===== src/rtl/msrv32_dbus_ctrl.sv =====
// msrv32_dbus_ctrl
// Data-bus controller for the AHB-lite data port. It takes one load/store
// request at a time from the pipeline and runs the address and data phases.
// It absorbs wait states and maps hresp ERROR or a stuck hready onto a bus
// error. It registers the read data and the load attributes for msrv32_lu,
// and it stalls the pipeline while a transfer is in flight.
module msrv32_dbus_ctrl #(
    parameter int ADDR_W  = 32,
    parameter int DATA_W  = 32,
    parameter int TIMEOUT = 16
) (
    input  logic              clk_in,
    input  logic              rst_n_in,
    // pipeline request
    input  logic              req_valid_in,
    output logic              req_ready_out,
    input  logic              req_write_in,
    input  logic [ADDR_W-1:0] req_addr_in,
    input  logic [1:0]        req_size_in,
    input  logic              req_unsigned_in,
    input  logic [DATA_W-1:0] req_wdata_in,
    // AHB-lite manager
    output logic [ADDR_W-1:0] haddr_out,
    output logic [1:0]        htrans_out,
    output logic              hwrite_out,
    output logic [2:0]        hsize_out,
    output logic [DATA_W-1:0] hwdata_out,
    input  logic [DATA_W-1:0] hrdata_in,
    input  logic              hready_in,
    input  logic              hresp_in,
    // load unit side
    output logic [DATA_W-1:0] lu_data_out,
    output logic [1:0]        lu_load_size_out,
    output logic              lu_load_unsigned_out,
    output logic [1:0]        lu_iadder_1_to_0_out,
    output logic              lu_ahb_resp_out,
    // status
    output logic              done_out,
    output logic              misaligned_out,
    output logic              bus_err_out,
    output logic              stall_out
);

    typedef enum logic [1:0] {
        IDLE = 2'b00,
        ADDR = 2'b01,
        DATA = 2'b10
    } state_t;

    localparam logic [1:0] HTRANS_IDLE   = 2'b00;
    localparam logic [1:0] HTRANS_NONSEQ = 2'b10;

    // The wait counter reaches this value on the last tolerated hready=0 cycle.
    // If hready is still low on that cycle, the transfer is abandoned.
    localparam logic [7:0] TMO_LAST = 8'(TIMEOUT - 1);

    // A half-word must sit on an even address and a word on a 4-byte
    // boundary. Size 11 has no legal encoding, so it is always rejected.
    function automatic logic is_misaligned(input logic [1:0] size,
                                           input logic [1:0] lsb);
        logic bad;
        case (size)
            2'b00:   bad = 1'b0;
            2'b01:   bad = lsb[0];
            2'b10:   bad = (lsb != 2'b00);
            default: bad = 1'b1;
        endcase
        return bad;
    endfunction

    // The store data arrives right-aligned. Copying it onto every byte lane
    // lets the slave pick up the right lane without needing its own shifter.
    function automatic logic [DATA_W-1:0] replicate_lanes(input logic [1:0]        size,
                                                          input logic [DATA_W-1:0] data);
        logic [DATA_W-1:0] lanes;
        case (size)
            2'b00:   lanes = {4{data[7:0]}};
            2'b01:   lanes = {2{data[15:0]}};
            default: lanes = data;
        endcase
        return lanes;
    endfunction

    state_t     state;
    state_t     state_d;
    logic [7:0] tmo_cnt;
    logic [7:0] tmo_cnt_d;

    logic       accept;
    logic       bad_align;
    logic       start;
    logic       reject;
    logic       addr_hs;
    logic       data_hs;
    logic       tmo_hit;

    assign bad_align = is_misaligned(req_size_in, req_addr_in[1:0]);
    assign accept    = req_valid_in && (state == IDLE);
    assign start     = accept && !bad_align;
    assign reject    = accept && bad_align;
    assign addr_hs   = (state == ADDR) && hready_in;
    assign data_hs   = (state == DATA) && hready_in;
    assign tmo_hit   = (state != IDLE) && !hready_in && (tmo_cnt == TMO_LAST);

    // These two outputs follow the state register directly, so the pipeline
    // sees a stall or free slot in the same cycle the state changes.
    assign req_ready_out = (state == IDLE);
    assign stall_out     = (state == ADDR) || (state == DATA);

    // State register and wait-state counter
    always_ff @(posedge clk_in or negedge rst_n_in) begin
        if (!rst_n_in) begin
            state   <= IDLE;
            tmo_cnt <= 8'd0;
        end else begin
            state   <= state_d;
            tmo_cnt <= tmo_cnt_d;
        end
    end

    // Next-state decode: IDLE -> ADDR -> DATA -> IDLE, with a timeout escape
    always_comb begin
        state_d   = state;
        tmo_cnt_d = tmo_cnt;
        case (state)
            IDLE: begin
                if (start) begin
                    state_d   = ADDR;
                    tmo_cnt_d = 8'd0;
                end
            end
            ADDR: begin
                if (hready_in) begin
                    state_d   = DATA;
                    tmo_cnt_d = 8'd0;
                end else if (tmo_hit) begin
                    state_d   = IDLE;
                    tmo_cnt_d = 8'd0;
                end else begin
                    tmo_cnt_d = tmo_cnt + 8'd1;
                end
            end
            DATA: begin
                if (hready_in) begin
                    state_d   = IDLE;
                    tmo_cnt_d = 8'd0;
                end else if (tmo_hit) begin
                    state_d   = IDLE;
                    tmo_cnt_d = 8'd0;
                end else begin
                    tmo_cnt_d = tmo_cnt + 8'd1;
                end
            end
            default: begin
                state_d   = IDLE;
                tmo_cnt_d = 8'd0;
            end
        endcase
    end

    // Address-phase signals: loaded on accept, held through wait states,
    // htrans dropped once the slave takes the address or the transfer times out
    always_ff @(posedge clk_in or negedge rst_n_in) begin
        if (!rst_n_in) begin
            haddr_out  <= '0;
            htrans_out <= HTRANS_IDLE;
            hwrite_out <= 1'b0;
            hsize_out  <= 3'b000;
        end else begin
            if (start) begin
                haddr_out  <= req_addr_in;
                htrans_out <= HTRANS_NONSEQ;
                hwrite_out <= req_write_in;
                hsize_out  <= {1'b0, req_size_in};
            end else if (addr_hs || tmo_hit) begin
                htrans_out <= HTRANS_IDLE;
            end
        end
    end

    // Write data is captured and lane-replicated at accept. It stays stable
    // for the whole data phase, however many wait states the slave inserts.
    always_ff @(posedge clk_in or negedge rst_n_in) begin
        if (!rst_n_in) begin
            hwdata_out <= '0;
        end else if (start && req_write_in) begin
            hwdata_out <= replicate_lanes(req_size_in, req_wdata_in);
        end
    end

    // Load attributes for msrv32_lu, valid from the cycle after accept
    always_ff @(posedge clk_in or negedge rst_n_in) begin
        if (!rst_n_in) begin
            lu_load_size_out     <= 2'b00;
            lu_load_unsigned_out <= 1'b0;
            lu_iadder_1_to_0_out <= 2'b00;
        end else if (start) begin
            lu_load_size_out     <= req_size_in;
            lu_load_unsigned_out <= req_unsigned_in;
            lu_iadder_1_to_0_out <= req_addr_in[1:0];
        end
    end

    // Completion result: read data only on a clean load, response on every
    // completion. Both hold until the next transfer finishes.
    always_ff @(posedge clk_in or negedge rst_n_in) begin
        if (!rst_n_in) begin
            lu_data_out     <= '0;
            lu_ahb_resp_out <= 1'b0;
        end else begin
            if (data_hs) begin
                lu_ahb_resp_out <= hresp_in;
                if (!hresp_in && !hwrite_out) begin
                    lu_data_out <= hrdata_in;
                end
            end else if (tmo_hit) begin
                lu_ahb_resp_out <= 1'b1;
            end
        end
    end

    // One-cycle status pulses. Each comes from a distinct state or
    // condition, so at most one of them fires in any cycle.
    always_ff @(posedge clk_in or negedge rst_n_in) begin
        if (!rst_n_in) begin
            done_out       <= 1'b0;
            misaligned_out <= 1'b0;
            bus_err_out    <= 1'b0;
        end else begin
            done_out       <= data_hs && !hresp_in;
            misaligned_out <= reject;
            bus_err_out    <= (data_hs && hresp_in) || tmo_hit;
        end
    end

endmodule

===== config.mk =====
export PLATFORM = sky130hd
export DESIGN_NAME = msrv32_dbus_ctrl
export DESIGN_NICKNAME = d
export VERILOG_FILES = /design/src/rtl/msrv32_dbus_ctrl.sv
export SDC_FILE = /design/constraint.sdc
export NUM_CORES = 1
export LEC_CHECK = 0
export BUFFER_PORTS_ARGS = -buffer_cell sky130_fd_sc_hd__buf_2
export CORE_ASPECT_RATIO = 1.25
export CORE_UTILIZATION = 51
export CTS_CLUSTER_DIAMETER = 150
export DETAILED_ROUTE_END_ITERATION = 10
export PLACE_DENSITY = 0.85
export SYNTH_ARGS = -nofsm -noshare
export SYNTH_HDL_FRONTEND = slang
export SYNTH_SLANG_ARGS = --single-unit

===== constraint.sdc =====
create_clock -name clk_in -period 4.4 [get_ports clk_in]
set_clock_uncertainty 0.15 [all_clocks]
set_input_delay 0 -clock clk_in [delete_from_list [all_inputs] [get_ports clk_in]]
set_output_delay 0 -clock clk_in [all_outputs]
set_load 0.1 [all_outputs]

==> results.cfg <==
[logic_synthesis]
yosys-top-cells-area = dfrtp_1 (58%), mux2_2 (13%), mux2i_1 (4.9%)
syn_avg_cell_area_um2 = 13.0
syn-instance-count = 380
synth_warnings = 0
yosysTopAreaCellShare = 0.584
synth_edf_count = 0
synthFlopType = dfrtp_1
synth_top_cell_by_area = dfrtp_1
synthArstFlopShare = 1.00
synth_seq_area_share = 0.584
synth-seq-cells = 115
ys_types = 45
syn_area_um2 = 4930

[routing]
drt_iter0_drc = 360
drt_first_pass_iters = 5
drcViolationCount = 0
drt.antenna.violating_nets = 0
viasPerCell = 5.43
dr_total_vias = 4564
totalWireLength_mm = 16.0
wl_per_cell_um = 19.0

[placed_design]
placed_cell_area_um2 = 6070
post-dp-hpwl_mm = 8.33
gp_congestion = 0.822
place_ws_ns = 2.09
portBuffers = 215

[clocking]
clk_path_buf_depth = 2
root_buffer = clkbuf_16
cts-buffers-inserted = 17
cts.sinks = 115
cts_tree = built
cts_max_level = 4
clkLatencyLatePin_ns = 0.41
ctsResizeCount = 0
clk_pin_slew_ns = 0.05

[timing]
worstMarginPinSlew_ns = 1.07
final_max_slew_viol_count = 0
max_slew_margin = 0.287
grt_setup_unrepaired = false
fin_ws_ns = 2.00
setup_viol = 0
post-route-period-util = 0.545
setup_tns_ns = 0
finalHoldViolCount = 0
period_minus_slack_ns = 2.40
clock.fmax_mhz = 417

[global_route]
grt_pass1_vias = 4964
use_met3 = 0.0772
grt_use_total = 0.331
grt.overflow.total = 0
grtUsageMet1 = 0.352
met2_usage = 0.590
grt_max_degree = 69
grt_antenna_before_repair = 1
grt_pass1_wl_mm = 25.4
busiest_layer = met2

[final_layout]
drive_gt1_frac = 0.446
final_cell_area_um2 = 7810
nets = 813
area_growth_pct = 58.5

[worst_hold_path]
hp-class = in -> async

[die]
core_um2 = 9270
fp.dieH_um = 112
fp-row-count = 39
io_pins = 218
die_area_um2 = 10100
die_x_um = 89.9
start_util = 0.532

[job]
drv_cap = 0

[setup_path]
worst-setup-path-type = in -> reg
crit_chain = dlygate4sd3_1 > buf_2 > nor3_1 > o21bai_4 > mux2_1
start_kind = input pin
cp-end-kind = flip-flop
path_buf_inv = 2
crit_arrival_ns = 2.52
slowest_delay_ns = 0.74
cp_top_family = buffers and inverters
cp_max_fo = 38
crit_path_top_delay_cell = nor3_1
required_ns = 4.53

[status]
status = complete, no violations
-- Yosys cell counts (3+ instances only) --
library cell / instances
o21ai_1: 7
mux2i_1: 24
clkbuf_1: 3
nor2_1: 17
buf_6: 3
mux2_1: 19
a21oi_1: 9
buf_2: 13
nand2_1: 34
ha_1: 5
a221o_1: 4
mux2_2: 57
buf_4: 6
and3_1: 5
o21ai_0: 22
inv_1: 4
dfrtp_1: 115
-- per-stage QoR --
step / utilization / instances / hold WS (ns)
global placement: 0.655 / 697 / -0.0114
global route: 0.843 / 840 / 0.137
finish: 0.843 / 840 / 0.104
floorplan: - / 381 / -0.446
CTS: 0.842 / 839 / 0.0485
detailed placement: 0.655 / 697 / 0.00681
-- what timing repair did --
action	4_1_cts	5_1_grt
hold buffers	110	0
endpoints found under the hold margin	173	0
setup buffers	0	0
-- final timing paths --
| check | startpoint | to | slack, ns | cells after the start |
|---|---|---|---|---|
| setup / recovery | req_size_in[0] | haddr_out[26] | 2.00 | 5 |
| hold / removal | rst_n_in | haddr_out[14] | 0.10 | 2 |
| setup reg to reg | state[1] | tmo_cnt[7] | 2.03 | 6 |
| hold reg to reg | haddr_out[21] | haddr_out[21] | 0.34 | 1 |
| max in group asynchronous | rst_n_in | tmo_cnt[5] | 2.87 | 3 |
| min in group clk_in | req_size_in[1] | hwdata_out[21] | 0.11 | 3 |
-- flip-flops by register name, summed over array words and instances, names as in the netlist, 2 cells and up --
name	count
haddr_out	32
hwdata_out	32
lu_data_out	32
tmo_cnt	8
lu_load_size_out	2
state	2
-- metal layers --
metal | share of wire | routed length (um)
met1 | 0.35 | 5590
met2 | 0.53 | 8440
met3 | 0.072 | 1150
met4 | 0.051 | 818
met5 | 0 | 0
-- layout by cell type, fill, tap and decap left out, types with 2 or more instances in the layout --
master         synthesis  layout
a21oi_1                9       9
a221o_1                4       4
and3_1                 5       5
buf_2                 13     214
buf_4                  6       4
bufinv_16              0       5
clkbuf_16              0      17
clkinv_2               0       5
clkinvlp_4             0       4
conb_1                 1       2
dfrtp_1              115     115
dlygate4sd3_1          0     110
ha_1                   5       5
inv_1                  4       4
mux2_1                19      19
mux2_2                57      57
mux2i_1               24      24
nand2_1               34      34
nand3_1                2       2
nand4_1                2       2
nor2_1                17      17
nor2_2                 2       2
nor3_1                 2       2
nor3_4                 1       2
nor4_1                 2       2
o21ai_0               22      22
o21ai_1                7       7
-- area by class of cell --
type                       count  area [um^2]
inverter                       4         15.0
tap                          123          154
antenna                        1         2.50
clock inverter                15          214
multi-input combinational    237         1920
fill                         471         1460
clock buffer                  17          425
sequential                   115         2880
timing repair buffer         328         2200
-- logic make-up after synthesis --
kind of cell,synth area share
compound gates,0.0675
simple gates,0.0784
other cells,0.000761
mux,0.222
fa+ha+maj,0.0127
flops,0.584
buf+inv,0.0345
Power is left out: the tool's default activity adds up to more than one toggle a clock period on the data nets, which glitch-free logic cannot reach.
